--- src/rtl/eight_way_rr_arbiter.sv ---
// Eight-requester round-robin arbiter with hold-until-release grants.
// Optional hold timeout is compiled in with EIGHT_WAY_RR_ARBITER_TIMEOUT_EN.
module eight_way_rr_arbiter #(
  parameter int unsigned MAX_HOLD = 15
) (
  input  logic       clk,
  input  logic       rst,
  input  logic       en,
  input  logic [7:0] req,
  output logic [7:0] gnt,
  output logic [2:0] gnt_idx,
  output logic       gnt_valid,
  output logic       timeout
);

  localparam int unsigned NumReq = 8;
  localparam int unsigned IdxW   = 3;

  typedef enum logic {
    IDLE = 1'b0,
    BUSY = 1'b1
  } state_e;

  state_e              state_q, state_d;
  logic [IdxW-1:0]     ptr_q, ptr_d;
  logic [IdxW-1:0]     gnt_idx_q, gnt_idx_d;
  logic                gnt_valid_q, gnt_valid_d;
  logic [NumReq-1:0]   gnt_q, gnt_d;
  logic                pick_hit_c;
  logic [IdxW-1:0]     pick_idx_c;
  logic [IdxW-1:0]     cand_c;

`ifdef EIGHT_WAY_RR_ARBITER_TIMEOUT_EN
  localparam int unsigned CntW = 8;
  logic [CntW-1:0]     cnt_q, cnt_d;
  logic                timeout_q, timeout_d;
`else
  logic [7:0]          unused_max_hold;
  assign unused_max_hold = 8'(MAX_HOLD);
`endif

  // Rotating priority scan: first requester at or after ptr, wrapping mod 8.
  always_comb begin
    pick_hit_c = 1'b0;
    pick_idx_c = '0;
    cand_c     = '0;
    for (int unsigned k = 0; k < NumReq; k++) begin
      cand_c = ptr_q + IdxW'(k);
      if (!pick_hit_c && req[cand_c]) begin
        pick_hit_c = 1'b1;
        pick_idx_c = cand_c;
      end
    end
  end

  // Next-state logic: grant from IDLE, hold or release (or revoke) in BUSY.
  always_comb begin
    state_d     = state_q;
    ptr_d       = ptr_q;
    gnt_idx_d   = gnt_idx_q;
    gnt_valid_d = gnt_valid_q;
`ifdef EIGHT_WAY_RR_ARBITER_TIMEOUT_EN
    cnt_d       = cnt_q;
    timeout_d   = 1'b0;
`endif
    case (state_q)
      IDLE: begin
        if (en && pick_hit_c) begin
          state_d     = BUSY;
          gnt_idx_d   = pick_idx_c;
          gnt_valid_d = 1'b1;
`ifdef EIGHT_WAY_RR_ARBITER_TIMEOUT_EN
          cnt_d       = CntW'(1);
`endif
        end
      end
      BUSY: begin
        if (!req[gnt_idx_q]) begin
          // Normal release wins over a coincident timeout.
          state_d     = IDLE;
          ptr_d       = gnt_idx_q + IdxW'(1);
          gnt_idx_d   = '0;
          gnt_valid_d = 1'b0;
`ifdef EIGHT_WAY_RR_ARBITER_TIMEOUT_EN
          cnt_d       = '0;
        end else if (cnt_q == CntW'(MAX_HOLD)) begin
          state_d     = IDLE;
          ptr_d       = gnt_idx_q + IdxW'(1);
          gnt_idx_d   = '0;
          gnt_valid_d = 1'b0;
          cnt_d       = '0;
          timeout_d   = 1'b1;
        end else begin
          cnt_d       = cnt_q + CntW'(1);
`endif
        end
      end
      default: begin
        state_d     = IDLE;
        gnt_idx_d   = '0;
        gnt_valid_d = 1'b0;
      end
    endcase
    gnt_d = gnt_valid_d ? (NumReq'(1) << gnt_idx_d) : '0;
  end

  // State and output registers with synchronous reset.
  always_ff @(posedge clk) begin
    if (rst) begin
      state_q     <= IDLE;
      ptr_q       <= '0;
      gnt_idx_q   <= '0;
      gnt_valid_q <= 1'b0;
      gnt_q       <= '0;
`ifdef EIGHT_WAY_RR_ARBITER_TIMEOUT_EN
      cnt_q       <= '0;
      timeout_q   <= 1'b0;
`endif
    end else begin
      state_q     <= state_d;
      ptr_q       <= ptr_d;
      gnt_idx_q   <= gnt_idx_d;
      gnt_valid_q <= gnt_valid_d;
      gnt_q       <= gnt_d;
`ifdef EIGHT_WAY_RR_ARBITER_TIMEOUT_EN
      cnt_q       <= cnt_d;
      timeout_q   <= timeout_d;
`endif
    end
  end

  assign gnt       = gnt_q;
  assign gnt_idx   = gnt_idx_q;
  assign gnt_valid = gnt_valid_q;
`ifdef EIGHT_WAY_RR_ARBITER_TIMEOUT_EN
  assign timeout   = timeout_q;
`else
  assign timeout   = 1'b0;
`endif

endmodule

--- config.mk ---
export PLATFORM = sky130hd
export DESIGN_NAME = eight_way_rr_arbiter
export DESIGN_NICKNAME = d
export VERILOG_FILES = /design/src/rtl/eight_way_rr_arbiter.sv
export SDC_FILE = /design/constraint.sdc
export NUM_CORES = 1
export LEC_CHECK = 0
export BUFFER_PORTS_ARGS = -buffer_cell sky130_fd_sc_hd__buf_2
export CAP_MARGIN = 20
export CORE_MARGIN = 4
export CORE_UTILIZATION = 30
export DETAILED_ROUTE_END_ITERATION = 10
export GPL_ROUTABILITY_DRIVEN = 1
export MAX_ROUTING_LAYER = met4
export PLACE_DENSITY_LB_ADDON = 0.05
export SLEW_MARGIN = 20
export SYNTH_ARGS = -nofsm -noshare
export SYNTH_HDL_FRONTEND = slang
export SYNTH_SLANG_ARGS = --single-unit
--- constraint.sdc ---
create_clock -name clk -period 4.6 [get_ports clk]
set_input_delay 0.92 -clock clk [delete_from_list [all_inputs] [get_ports clk]]
set_output_delay 0.92 -clock clk [all_outputs]
set_load 0.005 [all_outputs]
==> flow_metrics.env <==
export IMPL_grt_usage_pct=14.20
export IMPL_htree_num_levels=1
export IMPL_ys_types=61
export IMPL_crit_arrival_ns=3.71
export IMPL_die_w_um=81.55
export IMPL_maxSlewViolCount=0
export IMPL_synth_edf_count=0
export IMPL_clockBufferDepth=2
export IMPL_cts_resized=0
export IMPL_cp_required_ns=4.76
export IMPL_drc_errors=0
export IMPL_numClockSinks=16
export IMPL_worstHoldStart="state_q"
export IMPL_grt_overflow=0
export IMPL_worst_setup_path_type="reg2reg"
export IMPL_synth_warnings=0
export IMPL_grt_pass1_wl_mm=7.224
export IMPL_worstSetupStartpointType="register"
export IMPL_seq_area_frac_synth_pct=19.74
export IMPL_vias_per_cell=5.410
export IMPL_crit_family="compound AO/OA/AOI/OAI gates"
export IMPL_port_buffers=22
export IMPL_worstSkewPairLatency_ns=0.24
export IMPL_clkPwrFrac_pct=20.9
export IMPL_fin_ws_ns=1.044
export IMPL_die_h_um=81.55
export IMPL_first_pass_iters=4
export IMPL_syn2layout_area_growth_pct=13.96
export IMPL_ys_ff_latch=16
export IMPL_worst_slew_pin_slew_ns=0.6615
export IMPL_p_seq_share_pct=28.1
export IMPL_fin_setup_tns_ns=0
export IMPL_hold_slack_ns=0.5270
export IMPL_io_pins=24
export IMPL_ctsHoldBuffers=0
export IMPL_ir_worst_vdd_uv=145.0
export IMPL_period_share_pct=77.30
export IMPL_power_density_nw_per_um2=316.5
export IMPL_cpPeakStageDelay_ns=0.68
export IMPL_pre_cts_slack_ns=1.022
export IMPL_synth_top_flop_cell="dfxtp_1"
export IMPL_hold_violations=0
export IMPL_cts_reportedPaths_clkPinSlew_ns=0.06
export IMPL_route_antenna_remaining_nets=0
export IMPL_setup_viol=0
export IMPL_synthCells=177
export IMPL_period_minus_slack_ns=3.556
export IMPL_whs_endpoint="state_q"
export IMPL_crit_top_cell="a32oi_2"
export IMPL_rrSetupSlack_ns=1.04
export IMPL_cp_max_fo=9
export IMPL_crit_path_cell_trace="inv_1, ha_1, mux4_2, a21oi_4, a32oi_2, o41ai_4, a32oi_2, a31oi_4, nor4b_2"
export IMPL_end_kind="register"
export IMPL_hold_depth=2
export IMPL_gp_congestion=0.9161
export IMPL_die_area_um2=6650
export IMPL_wl_mm=4.286
export IMPL_drtIter0Drc=117
export IMPL_core_um2=5172
export IMPL_reg2reg_depth=9
export IMPL_combPwrFrac_pct=51.1
export IMPL_hold_path_class="reg2reg"
export IMPL_start_util_pct=31.37
export IMPL_rr_startpoint="ptr_q[1]"
export IMPL_num_antenna_cells=0
export IMPL_swShare_pct=40.39
export IMPL_intPower_w=0.0003489
export IMPL_status="finished, final reports clean"
export IMPL_mostFrequentLayoutCells="nand2_1 (22), buf_2 (22), mux2i_1 (18)"
export IMPL_antenna_found_initial=0
export IMPL_async_flop_share_pct=0
export IMPL_dp_hpwl_mm=3.393
export IMPL_post_drt_wl_per_cell_um=15.99
export IMPL_fin_skew_ns=0.001406
export IMPL_drive_gt1_share_pct=26.77
export IMPL_cts_tree="yes"
export IMPL_syn_avg_cell_area_um2=9.168
export IMPL_worstReg2RegEnd="gnt[5]"
export IMPL_maxCapViolCount=0
export IMPL_max_slew_margin_pct=55.43
export IMPL_power_switching_w=0.0002364
export IMPL_dpl_cell_area_um2=1794
export IMPL_num_vias=1450
export IMPL_fp_row_count=26
export IMPL_synth_nets=191
export IMPL_final_nets=213
export IMPL_fmax_mhz=281.2
export IMPL_cts_root_buf="clkbuf_8"
export IMPL_syn_area_um2=1623
export IMPL_path_buf_inv=1
export IMPL_stdcell_count=268
export IMPL_numCtsBuffers=3
export IMPL_fin_area_um2=1849
export IMPL_power_leakage_nw=0.7161
export IMPL_slowest_stage="mux4_2"
export IMPL_grt_max_degree=22
export IMPL_cts_setup_buffers=0
export IMPL_grt_pass1_vias=1412
export IMPL_rsz0062_at_grt="no"
export IMPL_place_inst=264
-- registers in the layout, summed over array words and instances (netlist names) --
name / cells
gnt_valid: 1
gnt_idx: 3
state_q: 1
ptr_q: 3
gnt: 8
-- cell families after synthesis --
group	after synthesis	share of synthesized area [%]
other	1	0.2311
AND/OR/NAND/NOR	60	19.74
buffers and inverters	17	5.320
multiplexers	28	24.75
AO/OA/AOI/OAI	48	25.29
adder cells (fa/ha/maj)	3	2.313
XOR/XNOR	4	2.622
flip-flops	16	19.74
-- layout make-up --
cell class	instances	area [um2]
flip-flops and latches	16	320.3
inverters	8	30.03
multi-input cells	144	1216
repair buffers	26	140.1
well taps	70	87.58
clock buffers	4	55.05
fillers	540	3323
-- how the worst max path moves through the flow --
stage	start	end	slack [ns]	cells after the start
floorplan	ptr_q[0]	gnt[4]	1.06	12
global placement	req[4]	gnt[2]	1.00	7
detailed placement	req[5]	gnt[2]	1.02	7
CTS	ptr_q[1]	gnt[1]	1.03	9
global route	ptr_q[1]	gnt[2]	0.70	8
finish	ptr_q[1]	gnt[5]	1.04	9
-- layer usage --
layer	track usage, %	part of all wire [%]
met4	3.716	0.98
met5	-	0
met1	19.56	48
met2	21.50	47
met3	2.412	4.4
-- power by group through the flow --
stage | Combinational [W] | Sequential [W] | Clock [W]
finish | 0.000299 | 0.000164 | 0.000122
global route | 0.000328 | 0.000166 | 0.000131
CTS | 0.000298 | 0.000165 | 0.000124
detailed placement | 0.000296 | 0.000168 | 0
global placement | 0.000299 | 0.000168 | 0
floorplan | 0.000229 | 0.000164 | 0
-- synth_stat cells (3+ instances only) --
master | instances | area (um2)
o221ai_1 | 3 | 26.28
o21ai_0 | 7 | 35.03
a21oi_1 | 9 | 45.04
mux2i_1 | 18 | 180.2
nand2_1 | 22 | 82.58
nand3_1 | 9 | 45.04
inv_1 | 8 | 30.03
ha_1 | 3 | 37.54
mux4_2 | 7 | 157.7
dfxtp_1 | 16 | 320.3
buf_2 | 3 | 15.01
nor2_1 | 12 | 45.04
-- through the flow --
step | utilization [%] | total power (W)
floorplan | - | 0.0003933
global placement | 34.69 | 0.0004673
detailed placement | 34.69 | 0.0004640
CTS | 35.75 | 0.0005868
global route | 35.75 | 0.0006260
finish | 35.75 | 0.0005853
-- tightest hold or removal path, cell delays in order, from the launching register on --
cell and delay [ns]:
dfxtp_1 0.35, nand2_1 0.07, a21oi_1 0.05
(Power assumes the default switching activity.)
